**src/rtl/lc3b_types.sv**
```systemverilog
// Shared LC-3b memory-system types: bus word/data/mask widths and the
// state/owner encodings of the instruction/data memory-port arbiter.
package lc3b_types;

    typedef logic [15:0]  lc3b_word;
    typedef logic [127:0] lc3b_data;
    typedef logic [15:0]  lc3b_mem_wmask;

    typedef enum logic [1:0] {
        IDLE,
        GRANT_I,
        GRANT_D,
        BACKOFF
    } lc3b_arb_state_t;

    typedef enum logic {
        OWN_I,
        OWN_D
    } lc3b_arb_owner_t;

endpackage

```
**src/rtl/mem_port_arbiter.sv**
```systemverilog
// Two-master (I-fetch, data) to one-slave memory port arbiter. Data side has
// priority; a saturating starvation counter forces an I grant after a run of D grants.
module mem_port_arbiter
    import lc3b_types::*;
#(
    parameter int ADDR_W       = 16,
    parameter int DATA_W       = 128,
    parameter int MASK_W       = 16,
    parameter int STARVE_LIMIT = 4
) (
    input  logic              clk,
    input  logic              rst_n,
    input  logic              i_cyc,
    input  logic              i_stb,
    input  logic [ADDR_W-1:0] i_addr,
    output logic [DATA_W-1:0] i_rdata,
    output logic              i_resp,
    output logic              i_retry,
    input  logic              d_cyc,
    input  logic              d_stb,
    input  logic              d_we,
    input  logic [ADDR_W-1:0] d_addr,
    input  logic [DATA_W-1:0] d_wdata,
    input  logic [MASK_W-1:0] d_sel,
    output logic [DATA_W-1:0] d_rdata,
    output logic              d_resp,
    output logic              d_retry,
    output logic              m_cyc,
    output logic              m_stb,
    output logic              m_we,
    output logic [ADDR_W-1:0] m_addr,
    output logic [DATA_W-1:0] m_wdata,
    output logic [MASK_W-1:0] m_sel,
    input  logic [DATA_W-1:0] m_rdata,
    input  logic              m_resp,
    input  logic              m_retry
);

    localparam int CNT_W = $clog2(STARVE_LIMIT + 1);
    localparam logic [CNT_W-1:0] LIMIT_C = CNT_W'(STARVE_LIMIT);

    lc3b_arb_state_t   state_q, state_d;
    lc3b_arb_owner_t   owner_q, owner_d;
    logic [CNT_W-1:0]  starve_cnt_q, starve_cnt_d;
    logic              m_cyc_q, m_cyc_d;
    logic              m_stb_q, m_stb_d;
    logic              m_we_q, m_we_d;
    logic [ADDR_W-1:0] m_addr_q, m_addr_d;
    logic [DATA_W-1:0] m_wdata_q, m_wdata_d;
    logic [MASK_W-1:0] m_sel_q, m_sel_d;

    logic i_pend, d_pend, own_cyc, serving;

    assign i_pend  = i_cyc & i_stb;
    assign d_pend  = d_cyc & d_stb;
    assign own_cyc = (owner_q == OWN_D) ? d_cyc : i_cyc;
    // Slave handshakes are only meaningful while the strobe is up and the owner is still on the bus.
    assign serving = ((state_q == GRANT_I) || (state_q == GRANT_D)) && own_cyc;

    assign i_resp  = serving && (owner_q == OWN_I) && m_resp;
    assign i_retry = serving && (owner_q == OWN_I) && m_retry && !m_resp;
    assign d_resp  = serving && (owner_q == OWN_D) && m_resp;
    assign d_retry = serving && (owner_q == OWN_D) && m_retry && !m_resp;
    assign i_rdata = m_rdata;
    assign d_rdata = m_rdata;

    always_comb begin
        state_d      = state_q;
        owner_d      = owner_q;
        starve_cnt_d = starve_cnt_q;
        m_we_d       = m_we_q;
        m_addr_d     = m_addr_q;
        m_wdata_d    = m_wdata_q;
        m_sel_d      = m_sel_q;
        case (state_q)
            IDLE: begin
                if (d_pend && (!i_pend || (starve_cnt_q < LIMIT_C))) begin
                    state_d   = GRANT_D;
                    owner_d   = OWN_D;
                    m_we_d    = d_we;
                    m_addr_d  = d_addr;
                    m_wdata_d = d_wdata;
                    m_sel_d   = d_sel;
                    if (i_pend && (starve_cnt_q != LIMIT_C)) begin
                        starve_cnt_d = starve_cnt_q + 1'b1;
                    end
                end else if (i_pend) begin
                    state_d      = GRANT_I;
                    owner_d      = OWN_I;
                    m_we_d       = 1'b0;
                    m_addr_d     = i_addr;
                    m_wdata_d    = '0;
                    m_sel_d      = '1;
                    starve_cnt_d = '0;
                end
            end
            GRANT_I, GRANT_D: begin
                if (!own_cyc || m_resp) begin
                    state_d = IDLE;
                end else if (m_retry) begin
                    state_d = BACKOFF;
                end
            end
            BACKOFF: begin
                if (!own_cyc) begin
                    state_d = IDLE;
                end else if (owner_q == OWN_D) begin
                    state_d = GRANT_D;
                end else begin
                    state_d = GRANT_I;
                end
            end
            default: state_d = IDLE;
        endcase
        m_cyc_d = (state_d != IDLE);
        m_stb_d = (state_d == GRANT_I) || (state_d == GRANT_D);
    end

    always_ff @(posedge clk or negedge rst_n) begin
        if (!rst_n) begin
            state_q      <= IDLE;
            owner_q      <= OWN_I;
            starve_cnt_q <= '0;
            m_cyc_q      <= 1'b0;
            m_stb_q      <= 1'b0;
            m_we_q       <= 1'b0;
            m_addr_q     <= '0;
            m_wdata_q    <= '0;
            m_sel_q      <= '0;
        end else begin
            state_q      <= state_d;
            owner_q      <= owner_d;
            starve_cnt_q <= starve_cnt_d;
            m_cyc_q      <= m_cyc_d;
            m_stb_q      <= m_stb_d;
            m_we_q       <= m_we_d;
            m_addr_q     <= m_addr_d;
            m_wdata_q    <= m_wdata_d;
            m_sel_q      <= m_sel_d;
        end
    end

    assign m_cyc   = m_cyc_q;
    assign m_stb   = m_stb_q;
    assign m_we    = m_we_q;
    assign m_addr  = m_addr_q;
    assign m_wdata = m_wdata_q;
    assign m_sel   = m_sel_q;

endmodule

```
**config.mk**
```make
export PLATFORM = sky130hd
export DESIGN_NAME = mem_port_arbiter
export DESIGN_NICKNAME = d
export VERILOG_FILES = /design/src/rtl/lc3b_types.sv /design/src/rtl/mem_port_arbiter.sv
export SDC_FILE = /design/constraint.sdc
export NUM_CORES = 1
export LEC_CHECK = 0
export CAP_MARGIN = 5
export CORE_AREA = 2 2 288 290
export CTS_CLUSTER_DIAMETER = 200
export DETAILED_ROUTE_END_ITERATION = 6
export DIE_AREA = 0 0 290 292
export PLACE_DENSITY = 0.33
export SLEW_MARGIN = 20
export SYNTH_ARGS = -nofsm -noshare
export SYNTH_HDL_FRONTEND = slang
export SYNTH_SLANG_ARGS = --single-unit
```
**constraint.sdc**
```tcl
create_clock -name clk -period 1.8 [get_ports clk]
set_input_delay 0.36 -clock clk [delete_from_list [all_inputs] [get_ports clk]]
set_output_delay 0.36 -clock clk [all_outputs]
set_load 0.005 [all_outputs]
```
==> summary.md, run 1 <==
| Metric | Value |
|---|---|
| Status | `finished, violations left` |
| Violated checks | `setup timing` |
| Drt first pass iters | `4` |
| Achievable Freq | `536.2 MHz` |
| Core area | `around 0.08 sq mm` |
| Max-slew violation count | `0` |
| TritonCTS buffer count | `17` |
| Antenna violations before repair | `1` |
| Clk root buf | `clkbuf_16` |
| Sequential power share | `0.354` |
| CP endpoint kind | `output port` |
| Avg WL per Cell | `about 17 um` |
| Top_reg_cell synth | `dfrtp_1` |
| Initial drt markers | `286` |
| CP Launch Type | `flop` |
| Setup CP Type | `reg2out` |
| Nets | `1188` |
| GP Congestion | `roughly 0.7` |
| Slew HR | `0.7325` |
| Syn avg cell area | `~11 sq um` |
| Post-synth EDFFs | `0` |
| Vias post-DR | `approximately 6.0k` |
| Row Count | `105` |
| Async SR Flop Fraction | `1.000` |
| Post-Syn Area | `0.008426 sq mm` |
| Worst setup margin | `-0.06484 ns` |
| Area growth syn-to-layout | `46.53%` |
| Clk slew on worst S/H paths | `about 0.07 ns` |
| Non-Filler Instances | `1952` |
| Die Y-Extent | `292 um` |
| PD cells | `1461 mW/mm^2` |
| Placed Instance Area | `0.01166 sq mm` |
| Die Footprint | `0.08468 sq mm` |
| Worst endpoint required time | `1.44 ns` |
| RSZ-0062 raised after global routing | `true` |
| CTS Sinks | `169` |
| Fin area | `0.01235 sq mm` |
| Fin crit period | `1.865 ns` |
| Layout cell share with drive strength beyond 1 | `0.1236` |
| Min-Delay Path Class | `in2async` |
| Largest net degree at the start of global routing | `58` |
| Io pins | `736` |
| Sw frac | `0.3165` |
| Number of global-route vias before repair | `about 6.5k` |
| Antenna Nets Post-Route | `0` |
| Hold slack | `0.3134 ns` |
| Syn nets | `1054` |
| Largest vdd supply drop | `between 700 and 800 uV` |
| GR Overflow Total | `0` |
| Clock share of power | `0.227` |
| Worst Skew | `0.01177 ns` |
| Setup TNS | `-0.1929 ns` |
| Most common cell after layout, fill and taps aside | `clkdlybuf4s50_1` |
| Final Hold Fails | `0` |
| Yosys cell types | `30` |
| Tot GR Track Use | `0.07943` |
| Die width | `290 um` |
| Buffers added on ports | `about 350` |
| Number of synthesis warnings | `0` |
| Switch Pwr | `0.005707 W` |
| Worst-Margin Slew | `between 0.4 and 0.5 ns` |
| Crit path DAT | `1.50 ns` |
| Gate Count Post-Synth | `735` |
| Pleak | `5.259 nW` |
| Synth Register Bits | `169` |
| Final setup violation count | `4` |
| Combinational power share | `0.419` |
| CTS Buffer Depth | `2` |
| # diodes | `0` |
| DRC | `0` |
| Internal power | `0.01232 W` |
| HPWL Detailed | `roughly 25 mm` |
| CTS H-Tree Depth | `4` |
| First-pass GRT wire length | `47.85 mm` |
| Detailed-route vias per instance | `3.078` |
| CTS tree | `built` |
| Commonest non-fill, non-tap cells in the layout | `clkdlybuf4s50_1 (267), dfrtp_1 (169), a22o_1 (130), dlygate4sd2_1 (63), buf_4 (46)` |
| Crit-path max FO | `3` |
| Initial core utilization | `0.1033` |
| Max-capacitance violation count | `0` |
| Fill cell instance count of the final layout | `9126` |
| Period utilization | `1.036` |
| # placed instances | `1904` |
| Register area share after synthesis | `0.5019` |
| Clock Latency Late Sink | `about 0.50 ns` |
| DRT Wirelength | `33.41 mm` |
state kept, by name, summed over array words and instances (netlist names):
name	flops
owner_q	1
m_addr	16
state_q	2
starve_cnt_q	3
m_sel	16
m_wdata	128
m_we	1
m_cyc	1
m_stb	1
critical path, stage by stage (launching register included):
cell      delay [ns]
dfrtp_1         0.37
inv_2           0.06
ha_4            0.28
nand3b_1        0.09
nor2_1          0.10
buf_2           0.12
per-layer routing:
metal	routed length [um]	GRT usage
met1	12910	0.08483
met2	15410	0.1232
met3	3507	0.04057
met4	1512	0.05107
met5	69	0.006239
synthesized netlist by cell type (2+ instances only):
master	number	area share
buf_4	256	0.23
dfrtp_1	169	0.50
a22o_1	130	0.14
buf_2	23	0.014
a21oi_1	19	0.011
nand3_1	19	0.011
a31oi_1	17	0.013
o21ai_0	17	0.010
buf_6	16	0.021
o22a_1	16	0.017
nor2_1	8	0.0036
clkbuf_1	6	0.0027
ha_1	6	0.0089
inv_1	6	0.0027
nand2_1	5	0.0022
and2_1	3	0.0022
and3_1	3	0.0022
mux2i_1	2	0.0024
nand2b_1	2	0.0015
o31ai_1	2	0.0018
final timing paths:
check | slack [ns] | startpoint | end | cells after the start
max reg2reg | 0.13 | state_q[1] | m_stb | 9
min reg2reg | 0.50 | m_wdata[75] | m_wdata[75] | 1
max | -0.06 | state_q[0] | d_retry | 5
max in group asynchronous | 0.80 | rst_n | starve_cnt_q[1] | 3
min in group clk | 0.44 | d_sel[6] | m_sel[6] | 2
min | 0.31 | rst_n | m_wdata[44] | 2
metrics by stage:
stage / power, W / setup slack (ns) / utilization
floorplan: 0.009538 / 0.2296 / -
global placement: 0.01448 / -0.3118 / 0.1429
detailed placement: 0.01447 / -0.3352 / 0.1429
CTS: 0.01855 / -0.1679 / 0.1503
global route: 0.01930 / -0.1984 / 0.1513
finish: 0.01803 / -0.06484 / 0.1513
area by class of cell:
cell class / count / area, sq um / area share
Tap cell: 1070 / 1339 / 0.1084
Timing Repair Buffer: 417 / 4187 / 0.3391
Multi-Input combinational cell: 258 / 1957 / 0.1585
Inverter: 6 / 22.52 / 0.001824
Sequential cell: 169 / 4229 / 0.3426
Clock inverter: 14 / 182.7 / 0.01480
Clock buffer: 18 / 429.2 / 0.03476
power groups by stage:
| stage | sequential [W] | clock (W) | combinational, W |
|---|---|---|---|
| 6_report | 0.00638 | 0.00409 | 0.00756 |
| 5_1_grt | 0.00661 | 0.00449 | 0.00820 |
| 4_1_cts | 0.00642 | 0.00440 | 0.00773 |
| 3_5_place_dp | 0.00651 | 0 | 0.00796 |
| 3_3_place_gp | 0.00652 | 0 | 0.00797 |
| 2_1_floorplan | 0.00650 | 0 | 0.00303 |
timing repair:
action | in CTS | in global routing
hold endpoints to repair | 21 | 0
resized for setup | 84 | 18
cloned | 0 | 0
hold buffers | 1 | 0
setup buffers | 9 | 6
pin swaps | 5 | 4
setup endpoints to repair | 70 | 24
cells by family (layout without fill, tap and decap cells):
group	Yosys count	in the layout	share of synthesized area
buffers and inverters	308	455	0.2689
AO/OA/AOI/OAI	207	207	0.1926
flip-flops	169	169	0.5019
AND/OR/NAND/NOR	43	43	0.02525
adder cells (fa/ha/maj)	6	6	0.008910
multiplexers	2	2	0.002376
(Power assumes the default switching activity.)
==> inputs of run 2 (changes only) <==
--- a/config.mk
+++ b/config.mk
@@ -5,12 +5,13 @@
 export SDC_FILE = /design/constraint.sdc
 export NUM_CORES = 1
 export LEC_CHECK = 0
+export ABC_CLOCK_PERIOD_IN_PS = 2200
 export CAP_MARGIN = 5
-export CORE_AREA = 2 2 288 290
+export CORE_AREA = 2 2 284 286
 export CTS_CLUSTER_DIAMETER = 200
 export DETAILED_ROUTE_END_ITERATION = 6
-export DIE_AREA = 0 0 290 292
-export PLACE_DENSITY = 0.33
+export DIE_AREA = 0 0 286 288
+export PLACE_DENSITY = 0.34
 export SLEW_MARGIN = 20
 export SYNTH_ARGS = -nofsm -noshare
 export SYNTH_HDL_FRONTEND = slang
==> constraint.sdc (replaced) <==
create_clock -name clk -period 2.2 [get_ports clk]
set_input_delay 0.44 -clock clk [delete_from_list [all_inputs] [get_ports clk]]
set_output_delay 0.44 -clock clk [all_outputs]
set_load 0.005 [all_outputs]
==> run 2 against run 1 <==
The flow now finishes without violations. Sequential power decreased by 18%. First-iteration DRC count decreased by 32%. Cell count decreased by 1.4%. Die area shrank 2.7%. Combinational power shrank 18%. Worst hold slack better by 0.19 ns.
==> summary.md, run 2 (synthesized netlist as in run 1, its figures left out) <==
| Metric | Value |
|---|---|
| Status | `complete, no violations` |
| TritonCTS buffer count | `17 (unchanged)` |
| Drt first pass iters | `4 (unchanged)` |
| Worst-Margin Slew | `0.5031 ns (+0.1018 ns)` |
| Worst Skew | `0.01947 ns (+0.007707 ns)` |
| Fin crit period | `between 2 and 2.5 ns` |
| Layout Utilization | `0.1525 (+0.001219)` |
| Pleak | `4.769 nW (-9.3%)` |
| Nets | `1169 (-1.6%)` |
| Crit-path max FO | `3 (unchanged)` |
| CTS Buffer Depth | `2 (unchanged)` |
| CTS H-Tree Depth | `4 (unchanged)` |
| GP Congestion | `0.7545 (+7.8%)` |
| Largest register FFs | `128 (unchanged)` |
| Row Count | `104 (-0.95%)` |
| Largest vdd supply drop | `536.0 uV (-28%)` |
| Area growth syn-to-layout | `44.18%` |
| CTS tree | `built` |
| PD cells | `1208 mW/mm^2 (-17%)` |
| Commonest non-fill, non-tap cells in the layout | `clkdlybuf4s50_1 (346), dfrtp_1 (169), a22o_1 (130), buf_4 (34)` |
| CP Launch Type | `flop` |
| HPWL Detailed | `24.07 mm (-3.5%)` |
| Detailed-route vias per instance | `3.061 (-0.57%)` |
| Tot GR Track Use | `0.07626 (-0.003172)` |
| Avg WL per Cell | `16.59 um (-3.1%)` |
| Final setup violation count | `0 (-4)` |
| Io pins | `736 (unchanged)` |
| Largest net degree at the start of global routing | `54 (-6.9%)` |
| Pwr Total | `0.01468 W (-19%)` |
| Period utilization | `0.9376` |
| Clk slew on worst S/H paths | `0.09 ns (+0.02 ns)` |
| Reg-to-Reg Start | `state_q[0]` |
| Max-capacitance violation count | `0 (unchanged)` |
| Max-slew violation count | `0 (unchanged)` |
| Die Y-Extent | `288 um (-1.4%)` |
| DRT Wirelength | `31.91 mm (-4.5%)` |
| Number of global-route vias before repair | `6471 (-0.17%)` |
| Initial core utilization | `0.1058 (+0.002526)` |
| Worst Min Path Start | `m_wdata[10]` |
| # placed instances | `1888 (-0.84%)` |
| Clock Latency Late Sink | `0.48 ns (-0.02 ns)` |
| Min-Delay Path Class | `reg2reg` |
| Core area | `0.07964 sq mm (-2.4%)` |
| GR Overflow Total | `0 (unchanged)` |
| Non-Filler Instances | `1924 (-1.4%)` |
| Worst endpoint required time | `1.76 ns (+0.32 ns)` |
| Setup CP Type | `reg2out` |
| Antenna violations before repair | `0 (-1)` |
| RSZ-0062 raised after global routing | `false` |
| Antenna Nets Post-Route | `0 (unchanged)` |
| First-pass GRT wire length | `45.62 mm (-4.7%)` |
| Die width | `286 um (-1.4%)` |
| Most common cell after layout, fill and taps aside | `clkdlybuf4s50_1` |
| Vias post-DR | `5889 (-2.0%)` |
| Final Hold Fails | `0 (unchanged)` |
| Crit path DAT | `1.62 ns (+0.12 ns)` |
| CP endpoint kind | `output port` |
| CP Launch Point | `state_q[0]` |
| Die Footprint | `0.08237 sq mm (-2.7%)` |
| DRC | `0 (unchanged)` |
| Buffers added on ports | `351 (unchanged)` |
| Slew HR | `0.6646 (-0.06786)` |
| Initial drt markers | `195 (-32%)` |
| Layout cell share with drive strength beyond 1 | `0.09618 (-0.02741)` |
| Clk root buf | `clkbuf_16` |
| Achievable Freq | `just under 500 MHz` |
| CTS Sinks | `169 (unchanged)` |
run 2: worst max-delay path, cell delays in order, from the launching register on:
cell and delay, ns:
dfrtp_1 0.37, inv_1 0.09, ha_4 0.29, nand3b_1 0.09, nor2_1 0.10, clkdlybuf4s15_1 0.21
run 2: where the power goes:
group | switching, W | total, W | internal (W)
clock | 0.00161 | 0.00324 | 0.00163
sequential | 0.000773 | 0.00524 | 0.00447
combinational | 0.00229 | 0.00621 | 0.00391
total | 0.00467 | 0.0147 | 0.0100
run 2: path summary, 6_finish.rpt:
kind	endpoint	slack, ns	cells after the start
setup / recovery	d_retry	0.14	5
hold / removal	m_wdata[10]	0.50	1
setup reg to reg	m_stb	0.49	6
hold reg to reg	m_wdata[10]	0.50	1
max in group asynchronous	m_wdata[39]	0.97	3
min in group asynchronous	m_wdata[14]	0.51	2
run 2: cell type report:
class                   instances  area [sq um]
repair buffers                398          4016
inverters                       6         22.52
clock buffers                  17         425.4
multi-input cells             258          1953
flip-flops and latches        169          4229
diodes                          1         2.502
fillers                      8919         67490
clock inverters                15         172.7
well taps                    1060          1326
run 2: per-layer routing:
metal	track usage	vias up	part of all wire
met1	0.08396	2831	0.39
met2	0.1196	396	0.47
met3	0.03803	94	0.11
met5	0	-	0
li1	-	2568	-
met4	0.04215	0	0.038
run 2: timing repair:
action / 4_1_cts / 5_1_grt
pin swaps: 1 / 1
setup buffers: 2 / 0
hold endpoints to repair: 37 / 0
setup endpoints to repair: 4 / 3
gates resized for setup: 6 / 3
hold buffers: 1 / 0
run 2: metrics by stage:
stage	worst slack, ns	setup TNS [ns]	hold slack [ns]	instance area, sq um
3_5_place_dp	-0.08272	-0.3554	0.4669	11520
2_1_floorplan	0.6296	0	0.1444	8426
5_1_grt	0.005941	0	0.5104	12150
4_1_cts	0.003960	0	0.4877	12150
6_report	0.1372	0	0.5050	12150
3_3_place_gp	-0.07790	-0.2043	0.4569	11520
